$ cat src/rtl/mul_div_unit_pkg.sv
// rtl/mul_div_unit_pkg.sv - shared encodings for the MUL AB / DIV AB unit
//
// Purpose: PSW flag-set request encodings (also used by the PSW and the ALU),
// operation select encoding and the mul_div_unit FSM state type.
// Ports: none (package).

package mul_div_unit_pkg;

  localparam logic [1:0] NO_SET       = 2'b00;
  localparam logic [1:0] CY_SET       = 2'b01;
  localparam logic [1:0] CY_OV_SET    = 2'b10;
  localparam logic [1:0] CY_OV_AC_SET = 2'b11;

  typedef enum logic {
    OP_MUL = 1'b0,
    OP_DIV = 1'b1
  } op_t;

  typedef enum logic [1:0] {
    ST_IDLE = 2'd0,
    ST_MUL  = 2'd1,
    ST_DIV  = 2'd2,
    ST_DONE = 2'd3
  } state_t;

endpackage

$ cat src/rtl/mul_div_datapath.sv
// rtl/mul_div_datapath.sv - shift-add multiply / restoring divide datapath
//
// Purpose: holds the 2*WIDTH working register ({hi, lo}), the latched B
// operand and the registered results. One step per cycle of either
// shift-add multiplication or restoring division.
// Ports:
//   clock, reset             clock, asynchronous active-high reset
//   load                     latch acc_in into lo, b_in into operand, clear hi
//   acc_in, b_in             A and B operands (used only with load / div_zero)
//   mul_step, div_step       perform one multiply / divide iteration
//   capture                  store the result of the current (final) step
//   div_zero                 store the divide-by-zero result
//   acc_out, b_out           registered results (low/quotient, high/remainder)
//   overflow_out             registered overflow result

module mul_div_datapath
  import mul_div_unit_pkg::*;
#(
  parameter int WIDTH = 8
) (
  input  logic             clock,
  input  logic             reset,
  input  logic             load,
  input  logic [WIDTH-1:0] acc_in,
  input  logic [WIDTH-1:0] b_in,
  input  logic             mul_step,
  input  logic             div_step,
  input  logic             capture,
  input  logic             div_zero,
  output logic [WIDTH-1:0] acc_out,
  output logic [WIDTH-1:0] b_out,
  output logic             overflow_out
);

  // For MUL: hi = partial product, lo = multiplier (A) shifting out.
  // For DIV: hi = remainder, lo = dividend shifting out / quotient shifting in.
  logic [2*WIDTH-1:0] work;
  logic [2*WIDTH-1:0] work_n;
  logic [WIDTH-1:0]   operand;
  logic [WIDTH-1:0]   hi;
  logic [WIDTH-1:0]   lo;
  logic [WIDTH:0]     sum;
  logic [WIDTH:0]     rem_sh;
  logic [WIDTH:0]     trial;

  assign hi = work[2*WIDTH-1:WIDTH];
  assign lo = work[WIDTH-1:0];

  always_comb begin
    sum    = {1'b0, hi} + ({1'b0, operand} & {(WIDTH+1){lo[0]}});
    // The remainder stays below the divisor, so the shifted value fits in
    // WIDTH+1 bits; a set MSB of trial means the subtraction went negative.
    rem_sh = {hi, lo[WIDTH-1]};
    trial  = rem_sh - {1'b0, operand};
    work_n = work;
    if (mul_step) begin
      // Carry of the add enters the MSB as the whole register shifts right.
      work_n = {sum, lo[WIDTH-1:1]};
    end else if (div_step) begin
      if (!trial[WIDTH]) begin
        work_n = {trial[WIDTH-1:0], lo[WIDTH-2:0], 1'b1};
      end else begin
        work_n = {rem_sh[WIDTH-1:0], lo[WIDTH-2:0], 1'b0};
      end
    end
  end

  always_ff @(posedge clock or posedge reset) begin
    if (reset) begin
      work         <= '0;
      operand      <= '0;
      acc_out      <= '0;
      b_out        <= '0;
      overflow_out <= 1'b0;
    end else begin
      if (load) begin
        work    <= {{WIDTH{1'b0}}, acc_in};
        operand <= b_in;
      end else if (mul_step || div_step) begin
        work <= work_n;
      end

      if (capture) begin
        acc_out      <= work_n[WIDTH-1:0];
        b_out        <= work_n[2*WIDTH-1:WIDTH];
        overflow_out <= mul_step ? (|work_n[2*WIDTH-1:WIDTH]) : 1'b0;
      end else if (div_zero) begin
        acc_out      <= '1;
        b_out        <= acc_in;
        overflow_out <= 1'b1;
      end
    end
  end

endmodule

$ cat src/rtl/mul_div_unit.sv
// rtl/mul_div_unit.sv - iterative MUL AB / DIV AB unit feeding the PSW
//
// Purpose: FSM and iteration counter around mul_div_datapath. One bit per
// cycle; presents results plus a CY_OV flag-set request for one done cycle.
// Ports:
//   clock, reset             clock, asynchronous active-high reset
//   start, op                request (accepted in IDLE only); 0=MUL, 1=DIV
//   acc_in, b_in             A and B operands, sampled with start
//   busy                     high while iterating (MUL/DIV states)
//   done                     one-cycle result-valid pulse
//   acc_out, b_out           MUL low/high byte, DIV quotient/remainder
//   carry_out                always 0
//   overflow_out             MUL product > 0xFF, DIV divisor == 0
//   flag_set                 CY_OV_SET during done, else NO_SET

module mul_div_unit
  import mul_div_unit_pkg::*;
#(
  parameter int WIDTH = 8,
  parameter int CNT_W = 4
) (
  input  logic             clock,
  input  logic             reset,
  input  logic             start,
  input  logic             op,
  input  logic [WIDTH-1:0] acc_in,
  input  logic [WIDTH-1:0] b_in,
  output logic             busy,
  output logic             done,
  output logic [WIDTH-1:0] acc_out,
  output logic [WIDTH-1:0] b_out,
  output logic             carry_out,
  output logic             overflow_out,
  output logic [1:0]       flag_set
);

  state_t           state;
  state_t           next_state;
  logic [CNT_W-1:0] counter;
  logic             load;
  logic             mul_step;
  logic             div_step;
  logic             capture;
  logic             div_zero;
  logic             last_iter;

  assign last_iter = (counter == CNT_W'(WIDTH-1));
  assign carry_out = 1'b0;

  always_ff @(posedge clock or posedge reset) begin
    if (reset) begin
      state   <= ST_IDLE;
      counter <= '0;
    end else begin
      state <= next_state;
      if (load) begin
        counter <= '0;
      end else if (mul_step || div_step) begin
        counter <= counter + 1'b1;
      end
    end
  end

  always_comb begin
    next_state = state;
    load       = 1'b0;
    mul_step   = 1'b0;
    div_step   = 1'b0;
    capture    = 1'b0;
    div_zero   = 1'b0;
    busy       = 1'b0;
    done       = 1'b0;
    flag_set   = NO_SET;
    unique case (state)
      ST_IDLE: begin
        if (start) begin
          load = 1'b1;
          if (op == OP_MUL) begin
            next_state = ST_MUL;
          end else if (b_in == '0) begin
            // Divide by zero skips iteration and reports on the next cycle.
            div_zero   = 1'b1;
            next_state = ST_DONE;
          end else begin
            next_state = ST_DIV;
          end
        end
      end
      ST_MUL: begin
        busy     = 1'b1;
        mul_step = 1'b1;
        if (last_iter) begin
          capture    = 1'b1;
          next_state = ST_DONE;
        end
      end
      ST_DIV: begin
        busy     = 1'b1;
        div_step = 1'b1;
        if (last_iter) begin
          capture    = 1'b1;
          next_state = ST_DONE;
        end
      end
      ST_DONE: begin
        done       = 1'b1;
        flag_set   = CY_OV_SET;
        next_state = ST_IDLE;
      end
      default: next_state = ST_IDLE;
    endcase
  end

  mul_div_datapath #(
    .WIDTH(WIDTH)
  ) u_datapath (
    .clock       (clock),
    .reset       (reset),
    .load        (load),
    .acc_in      (acc_in),
    .b_in        (b_in),
    .mul_step    (mul_step),
    .div_step    (div_step),
    .capture     (capture),
    .div_zero    (div_zero),
    .acc_out     (acc_out),
    .b_out       (b_out),
    .overflow_out(overflow_out)
  );

endmodule

$ cat config.mk
export PLATFORM = sky130hd
export DESIGN_NAME = mul_div_unit
export DESIGN_NICKNAME = d
export VERILOG_FILES = /design/src/rtl/mul_div_unit_pkg.sv /design/src/rtl/mul_div_datapath.sv /design/src/rtl/mul_div_unit.sv
export SDC_FILE = /design/constraint.sdc
export NUM_CORES = 1
export LEC_CHECK = 0
export ABC_AREA = 1
export BUFFER_PORTS_ARGS = -buffer_cell sky130_fd_sc_hd__buf_2
export CAP_MARGIN = 5
export CORE_MARGIN = 3
export CORE_UTILIZATION = 50
export CTS_CLUSTER_DIAMETER = 30
export DETAILED_ROUTE_END_ITERATION = 16
export GPL_TIMING_DRIVEN = 0
export PLACE_DENSITY_LB_ADDON = 0.08
export SYNTH_ARGS = -nofsm -noshare
export SYNTH_HDL_FRONTEND = slang
export SYNTH_SLANG_ARGS = --single-unit
$ cat constraint.sdc
create_clock -name clock -period 2.7 [get_ports clock]
set_clock_uncertainty 0.05 [all_clocks]
set_input_delay 0.27 -clock clock [delete_from_list [all_inputs] [get_ports clock]]
set_output_delay 0.27 -clock clock [all_outputs]
set_load 0.02 [all_outputs]
==> Word-level counts from Yosys, hierarchy flattened <==
Index checks and enable logic that the tools add are counted.
{ "totals": {"reg_bits": 47, "input_bits": 20, "output_inout_bits": 22, "wordCells": 57} }
{ "classes": {"n_addsub": 3, "eq_ne": 6, "n_mux": 32, "bitwise": 1, "n_reduce_logical": 8} }
{ "ops": {"columns": ["cell", "n"], "rows": [
  ["2-to-1 mux 16 bit", 5],
  ["2-to-1 mux 8 bit", 4],
  ["2-to-1 mux 1 bit", 16],
  ["adder 8 x 9 -> 9 bit", 1],
  ["bitwise AND 8 x 9 -> 9 bit", 1],
  ["subtractor 9 x 8 -> 9 bit", 1],
  ["logical NOT 8 bit", 1],
  ["2-to-1 mux 2 bit", 4],
  ["2-to-1 mux 4 bit", 2],
  ["OR reduction 8 bit", 1],
  ["one-hot mux 2 bit (3 select lines)", 1],
  ["adder 4 x 1 -> 4 bit, second input constant", 1],
  ["equality test 2 bit, second input constant", 2],
  ["equality test 4 x 3 -> 1 bit, second input constant", 1],
  ["nonzero test 2 bit", 2],
  ["equality test 2 x 1 -> 1 bit, second input constant", 1],
  ["logical NOT 2 bit", 1],
  ["inequality test 2 x 1 -> 1 bit, second input constant", 1],
  ["inequality test 2 bit, second input constant", 1],
  ["AND reduction 2 bit", 1],
  ["OR reduction 2 bit", 1],
  ["logical OR 1 bit", 1]
]} }

==> Depth between registers and ports, before layout <==
Gate-level depths: netlist of run 1.
{ "depth": {"ltp_word": 7, "depth_mapped": 20, "mapped_depth_nobuf": 20} }

==> Hierarchy <==
A second synthesis of run 1 with hierarchy kept.
{ "unflattened": {"cells_unflattened": 444, "area_unflattened_um2": 3301.9} }
{ "modules_own_cells": {"columns": ["mod", "n_inst", "cells_each", "area_each_um2", "seq_area_each_um2"], "rows": [
  ["mul_div_datapath", 1, 380, 2826.5, 1026.0],
  ["mul_div_unit", 1, 64, 475.5, 150.1]
]} }

==> Worst setup path after synthesis of run 1 <==
OpenSTA, ideal clock, no wires.
{ "synth_timing": {"kind": "register to register", "from": "register u_datapath.work[7]", "to": "register u_datapath.overflow_out", "setup_time_ps": 120, "t_arrival_ps": 2051, "required_ps": 2530, "path_slack_ps": 479, "path_stages_with_launch": 19, "path_buffers": 0, "period_less_slack_ps": 2221, "cell_sequence": "dfrtp_1 > inv_1 > ha_1 > inv_1 > fa_1 > nand2_1 > nand2_2 > nand3_2 > nand3_2 > nand2_4 > nand2_1 > nand3_1 > nand2_1 > nand2_1 > nand2_1 > nor2_2 > nand2_1 > nand2_1 > a21oi_2"} }
{ "synth_between": {"elab_chain_len": 7} }
{ "synth_lines": {"columns": ["element", "line", "rtl"], "rows": [
  ["start: declaration", "mul_div_datapath.sv:37", "logic [2*WIDTH-1:0] work;"],
  ["start signal: assignment", "mul_div_datapath.sv:77", "work <= {{WIDTH{1'b0}}, acc_in};"],
  ["start signal: assignment", "mul_div_datapath.sv:80", "work <= work_n;"],
  ["subtractor 9 x 8 -> 9 bit", "mul_div_datapath.sv:54", "trial = rem_sh - {1'b0, operand};"],
  ["2-to-1 mux 16 bit (*)", "mul_div_datapath.sv:60", "if (!trial[WIDTH]) begin"],
  ["2-to-1 mux 16 bit (*)", "mul_div_datapath.sv:59", "end else if (div_step) begin"],
  ["2-to-1 mux 16 bit (*)", "mul_div_datapath.sv:56", "if (mul_step) begin"],
  ["OR reduction 8 bit (*)", "mul_div_datapath.sv:86", "overflow_out <= mul_step ? (|work_n[2*WIDTH-1:WIDTH]) : 1'b0;"],
  ["2-to-1 mux 1 bit (*)", "mul_div_datapath.sv:86", null],
  ["2-to-1 mux 1 bit (*)", "mul_div_datapath.sv:83", "if (capture) begin"],
  ["end signal: assignment", "mul_div_datapath.sv:86", null],
  ["end: declaration", "mul_div_datapath.sv:32", "output logic overflow_out"]
]} }
Every way passes the cells marked *; elsewhere a longest branch is shown, timed or not.
A chain may end at the register's enable or synchronous reset.

==> Final worst setup path of run 1 <==
Ends and elaborated chain as after synthesis.

==> out/results.txt, run 1 <==
Max-cap violations -> 0
Htree depth -> 2
Diode count -> 0
Setup crit start -> u_datapath.work[7]
FF-to-FF Start -> u_datapath.work[7]
Most common cell in the netlist -> nand2_1
Synth Warn # -> 0
Int Pwr -> 0.00253 W
CP Max Fanout -> 4
Fmax -> 390 MHz
Syn-to-layout area delta -> 12.2%
Critical path's slowest cell -> fa_1
Crit path launch type -> flip-flop
Core Region -> 6490 um2
I/O pin total -> 42
Largest net degree at the start of global routing -> 28
EDFF count, synth -> 0
FF+latch count, synth -> 47
Switching part of the total -> 53.6%
CTS tree -> done
Net Switching -> 0.00293 W
Flop2flop setup slack -> 0.13 ns
GPL Wtd Cong -> 0.922
CP Data Required Time -> 2.85 ns
Wire length per cell after detailed routing -> 14.3 um
Power per Cell Area -> 1420 nW/um2
CP Cell Sequence -> inv_2, ha_1, inv_1, fa_1, nand2_1, nand2_2, nand3_2, nand3_1, nand2_2, nand2_1, nand3_1, nand2_1, nand2_1, nand2_1, nor2_2, nand2_1, nand2_1, a21oi_2
Placement Cell Area -> 3740 um2
Commonest cells post-synth -> nand2_1, inv_1, dfrtp_1, o21ai_0, nand3_1
Post-route setup slack -> 0.133 ns
Worst-margin pin slew -> 0.648 ns
WL final -> 8620 um
Clk pwr share -> 8.1%
Fin. Hold Viols -> 0
First drt pass iteration count -> 4
Post-Synthesis Cells -> 476
Minimum clock period -> 2.57 ns
Detailed Place HPWL -> 6940 um
Worst Setup EP -> u_datapath.overflow_out
Die Width -> 88.8 um
Sequential area share after synthesis -> 34.3%
Vias in the first global route -> 2,984
Cell taking the most area after synthesis -> dfrtp_1
Top Family by Delay on Critical Path -> simple AND/OR/NAND/NOR gates
RSZ-0062 raised after global routing -> true
Share of cells above drive strength 1 -> 16.6%
Initial DRC Count -> 218
Fin crit share -> 95.1%
DR vias/cell -> 5.29
Initial antenna violation count -> 0
Antenna Violating Nets Remaining -> 0
Root buf cell -> clkbuf_8
Worst skew pair latency -> 0.30 ns
Top cell type's share of synthesized area -> 34.3%
Post-Layout Inst Area -> 3840 um2
Die H -> 88.8 um
Total CTS buffers -> 5
Port Buf Inserts -> 39
Final Setup Violations -> 0
Vias -> 3,183
Global-route usage over all layers -> 23.6%
Worst Path Buf+Inv -> 2
Status -> finished clean
Crit Path Class -> reg2reg
CP Capture Type -> flip-flop
Fraction of registers with async set/reset -> 100%
Syn avg cell area -> 7.20 um2
Die area -> 7880 um2
Post-synth top flop -> dfrtp_1
Seq pwr share -> 24.1%
Pre-CTS WS -> 0.119 ns
Hold crit path type -> in2reg
Yosys cell types -> 40
Max incr delay on CP -> 0.41 ns
Worst slew margin -> 56.4%
Fillers -> 626
Cell mode on critical path -> nand2_1
Fin. max-slew vios -> 0
Max Buffers Root-to-Sink -> 2
Nets -> 567
Global-route wire length before repair -> 14,300 um
Clk sinks -> 47
Clock transition at path regs -> 0.09 ns
LEAKAGE -> 2.06 nW
Combinational Power Share -> 67.8%
Initial core utilization -> 52.7%
Reg2reg path depth -> 18
Crit. path cell count -> 18
Synth top area cells -> dfrtp_1, nand2_1, inv_1
Worst path arrival time -> 2.72 ns
# DRC -> 0
GRT overflow -> 0
Post-Syn Area -> 3430 um2
Worst vdd ir -> 0.652 mV
Reg-to-Reg End -> u_datapath.overflow_out
# rows -> 29
what timing repair did:
action                                  4_1_cts  5_1_grt
endpoints found under the hold margin        20        0
resized for setup                             0        4
hold buffers                                  1        0
setup buffers                                 0        0
endpoints found under the setup margin        0       11
cells by family (layout without fill, tap and decap cells):
| kind of cell | Yosys count | in the layout | synth area share (%) |
|---|---|---|---|
| XOR/XNOR | 7 | 7 | 1.79 |
| flip-flops | 47 | 47 | 34.3 |
| AO/OA/AOI/OAI | 87 | 87 | 15.6 |
| buffers and inverters | 103 | 151 | 12.7 |
| other | 1 | 2 | 0.109 |
| AND/OR/NAND/NOR | 208 | 208 | 26.6 |
| adder cells (fa/ha/maj) | 23 | 23 | 8.84 |
sequential cells by signal (all words and copies together) (netlist names):
| register | flops |
|---|---|
| u_datapath.b_out | 8 |
| counter | 4 |
| state | 2 |
| u_datapath.operand | 8 |
| u_datapath.overflow_out | 1 |
| u_datapath.work | 16 |
| u_datapath.acc_out | 8 |
worst min-delay path by stage:
stage                                    from                    end  slack (ns)  cells after the start
final                                 b_in[7]  u_datapath.operand[7]        0.14                      3
after floorplan                       b_in[4]  u_datapath.operand[4]        0.34                      2
after global placement    u_datapath.b_out[6]    u_datapath.b_out[6]        0.43                      2
after global routing                  b_in[4]  u_datapath.operand[4]        0.14                      3
after detailed placement                reset    u_datapath.b_out[0]        0.28                      2
after CTS                             b_in[4]  u_datapath.operand[4]        0.14                      3
metrics by stage:
step                      total power, W  util (%)  std cells  TNS, ns  hold slack [ns]
after CTS                        0.00545      59.1        603        0            0.136
after global routing             0.00605      59.2        602  -0.0521            0.141
final                            0.00546      59.2        602        0            0.138
after detailed placement         0.00500      57.6        594        0            0.280
after floorplan                  0.00407         -        477        0            0.341
after global placement           0.00492      57.3        593        0            0.428
power groups by stage:
stage / logic [W] / clock network (W) / registers [W]
global route: 0.00422 / 0.000484 / 0.00135
detailed placement: 0.00369 / 0 / 0.00130
CTS: 0.00371 / 0.000449 / 0.00129
floorplan: 0.00270 / 0 / 0.00137
finish: 0.00370 / 0.000441 / 0.00131
global placement: 0.00362 / 0 / 0.00129
placed cells by master, fill, tap and decap left out, types with 6 or more instances in the layout:
cell type / n
o21ai_0: 31
nand2_1: 128
inv_1: 82
nor2_1: 21
o22ai_1: 6
dfrtp_1: 47
a21oi_1: 22
buf_2: 40
nand2_2: 13
o211ai_1: 8
clkbuf_1: 7
nand3_1: 26
clkbuf_8: 8
ha_1: 21
o221ai_1: 10
layout make-up:
cell class	count	area (um2)	share of cell area, %
multi-input combinational	327	1820	47.5
sequential	47	1180	30.6
inverter	87	327	8.50
timing repair buffer	41	225	5.86
buffer	15	106	2.77
tap	77	96.3	2.51
clock buffer	5	68.8	1.79
clock inverter	3	18.8	0.488
per-layer routing:
layer / GRT usage (%) / vias to the layer above / wire length [um]
met5: 0 / - / 0
met4: 6.18 / 0 / 107
met3: 3.82 / 10 / 422
met2: 38.2 / 68 / 4080
met1: 32.7 / 1482 / 4010
li1: - / 1623 / -
worst register-to-register path, cell delays in order, from the launching register on:
cell     delay, ns
dfrtp_1       0.40
inv_2         0.09
ha_1          0.15
inv_1         0.07
fa_1          0.41
nand2_1       0.10
nand2_2       0.08
nand3_2       0.11
nand3_1       0.14
nand2_2       0.16
nand2_1       0.07
nand3_1       0.07
nand2_1       0.06
nand2_1       0.13
nand2_1       0.08
nor2_2        0.11
nand2_1       0.06
nand2_1       0.08
a21oi_2       0.06
No activity file was read; power rests on OpenSTA's default activity.
==> run 2, diff against run 1 <==
--- a/config.mk
+++ b/config.mk
@@ -5,7 +5,6 @@
 export SDC_FILE = /design/constraint.sdc
 export NUM_CORES = 1
 export LEC_CHECK = 0
-export ABC_AREA = 1
 export BUFFER_PORTS_ARGS = -buffer_cell sky130_fd_sc_hd__buf_2
 export CAP_MARGIN = 5
 export CORE_MARGIN = 3
==> run 2 against run 1 <==
The flow now finishes with violations (setup timing). Cell area is 7.0% higher. Die area is 2.3% lower. Critical path depth shrank 6. Hold slack worse by 0.021 ns. First-iteration DRC count fell by 0.92%. Largest cell class unchanged.
==> out/results.txt, run 2 <==
Status -> finished with violations
Violated checks -> setup timing
Fillers -> 543 (-13%)
Fmax -> 364 MHz (-6.4%)
Most frequent cells in the layout -> dfrtp_1, buf_2, o21ai_0, nor2_1, nand2_1
Vias in the first global route -> 2,999 (+0.50%)
Initial DRC Count -> 216 (-0.92%)
Die Width -> 87.7 um (-1.2%)
Fraction of registers with async set/reset -> 100% (unchanged)
Crit path launch type -> flip-flop
Cell taking the most area after synthesis -> dfrtp_1
GRT overflow -> 0 (unchanged)
RSZ-0062 raised after global routing -> true
Crit Path Class -> reg2reg
Hold Path Stages -> 3 (unchanged)
# rows -> 29 (unchanged)
CP Max Fanout -> 3 (-1)
Htree depth -> 2 (unchanged)
EDFF count, synth -> 0 (unchanged)
Die H -> 87.7 um (-1.2%)
Fin. Hold Viols -> 0 (unchanged)
Nets -> 495 (-13%)
Core Region -> 6420 um2 (-1.1%)
Worst Hold Slack -> 0.117 ns (-0.0214 ns)
Final Setup Violations -> 1 (+1)
Worst skew pair latency -> 0.31 ns (about the same)
DR vias/cell -> 5.85 (+11%)
Global-route usage over all layers -> 25.4% (+1.8 points)
CP Data Required Time -> 2.86 ns (about the same)
Max-cap violations -> 0 (unchanged)
Syn avg cell area -> 8.61 um2 (+20%)
GPL Wtd Cong -> 0.951 (+3.1%)
Die area -> 7700 um2 (-2.3%)
FF+latch count, synth -> 47 (unchanged)
Vias -> 3,099 (-2.6%)
Post-Syn Area -> 3340 um2 (-2.5%)
Share of cells above drive strength 1 -> 24.3% (+7.7 points)
Fin. max-slew vios -> 0 (unchanged)
Port Buf Inserts -> 39 (unchanged)
First drt pass iteration count -> 5 (+1)
Hold crit path type -> in2reg
Yosys cell types -> 57 (+43%)
WL met1 -> 4480 um (+12%)
Worst slew margin -> 60.0% (+3.6 points)
Initial core utilization -> 52.0% (-0.73 points)
Wire length per cell after detailed routing -> 17.9 um (+25%)
Total CTS buffers -> 5 (unchanged)
Register Area -> 1180 um2 (unchanged)
Multi-input gate area -> 2150 um2 (+18%)
Reg with most FFs -> u_datapath.work
Root buf cell -> clkbuf_8
Met3 WL -> 496 um (+18%)
I/O pin total -> 42 (unchanged)
Worst path arrival time -> 2.91 ns (+0.19 ns)
Largest net degree at the start of global routing -> 25 (-11%)
Syn-to-layout area delta -> 23.1%
Pre-CTS WS -> -0.425 ns (-0.545 ns)
Post-synth top flop -> dfrtp_1
Global-route wire length before repair -> 15,000 um (+5.3%)
Initial antenna violation count -> 0 (unchanged)
Synth top area cells -> dfrtp_1, ha_1, o21ai_0
DR top layer -> met4
Most common cell after layout, fill and taps aside -> dfrtp_1
CP Capture Type -> flip-flop
Met2 wire len -> 4370 um (+7.1%)
# DRC -> 0 (unchanged)
Reg2reg path depth -> 12 (-6)
CTS tree -> done
Top cell type's share of synthesized area -> 35.2% (+0.87 points)
Minimum clock period -> 2.74 ns (+0.177 ns)
WL final -> 9460 um (+9.8%)
Clock transition at path regs -> 0.10 ns (about the same)
Clk sinks -> 47 (unchanged)
Detailed Place HPWL -> 6970 um (+0.41%)
Max Buffers Root-to-Sink -> 2 (unchanged)
Post-route setup slack -> -0.0436 ns (-0.177 ns)
Setup total negative slack -> -0.0436 ns (-0.0436 ns)
Diode count -> 0 (unchanged)
Max reg flops -> 16 (unchanged)
Most common cell in the netlist -> dfrtp_1
Sequential area share after synthesis -> 35.2% (+0.87 points)
Antenna Violating Nets Remaining -> 0 (unchanged)
Post-Synthesis Cells -> 388 (-18%)
Commonest cells post-synth -> dfrtp_1, o21ai_0, nor2_1, nand2_1, a21oi_1
Worst-margin pin slew -> 0.600 ns (-0.0482 ns)
Synth Warn # -> 0 (unchanged)
Fin crit share -> 102% (+6.5 points)
## run 2: timing repair
action | CTS | global route
gates resized for setup | 23 | 23
hold buffers | 1 | 0
buffers inserted | 12 | 4
gates cloned | 0 | 0
setup endpoints to repair | 12 | 12
pin swaps | 14 | 23
hold endpoints to repair | 23 | 0
## run 2: through the flow
stage / util [%] / cells / area [um2]
3_5_place_dp: 56.9 / 506 / 3660
3_3_place_gp: 56.6 / 505 / 3640
6_report: 64.0 / 530 / 4110
2_1_floorplan: - / 389 / 3340
4_1_cts: 62.4 / 526 / 4010
5_1_grt: 64.0 / 530 / 4110
## run 2: cells by family (layout without fill, tap and decap cells)
kind of cell | count (synthesis) | in the layout | synth area share [%]
AOI/OAI and AO/OA | 129 | 129 | 25.5
xor gates and xnor gates | 12 | 12 | 3.15
adders and majority gates | 23 | 23 | 9.06
buffers and inverters | 44 | 108 | 5.36
DFF | 47 | 47 | 35.2
muxes | 14 | 14 | 4.31
other | 1 | 2 | 0.112
and+or+nand+nor | 118 | 118 | 17.3
## run 2: area by class of cell
type | count | area share [%]
inverters | 20 | 1.83
well taps | 77 | 2.34
clock inverters | 3 | 1.73
flip-flops and latches | 47 | 28.6
multi-input cells | 298 | 52.3
plain buffers | 23 | 2.74
repair buffers | 57 | 8.79
clock buffers | 5 | 1.67
## run 2: final timing paths
path                                             from                      end  slack (ns)
worst max-delay path               u_datapath.work[7]  u_datapath.overflow_out       -0.04
max in group asynchronous                       reset      u_datapath.work[14]        1.58
worst min-delay path                          b_in[2]    u_datapath.operand[2]        0.12
worst min register to register  u_datapath.acc_out[7]    u_datapath.acc_out[7]        0.47
worst max register to register     u_datapath.work[7]  u_datapath.overflow_out       -0.04
min in group asynchronous                       reset    u_datapath.acc_out[5]        0.48
## run 2: routing by layer
layer  track usage [%]  vias to the layer above
met2              39.9                       98
met4              6.00                        0
met5                 0                        -
met3              3.76                       10
met1              36.9                     1482
li1                  -                     1509
## run 2: worst max-delay path, stage by stage (launching register included)
cell	delay (ns)
dfrtp_1	0.40
inv_2	0.08
ha_4	0.13
inv_2	0.04
fa_2	0.41
a211oi_4	0.28
o21a_4	0.20
nor3_4	0.05
o21ai_1	0.15
o21ai_1	0.12
a221oi_2	0.39
nand4_1	0.14
o21ba_1	0.21
Power of run 2 is left out: the tool's default activity adds up to more than one toggle a clock period on the data nets, which glitch-free logic cannot reach.
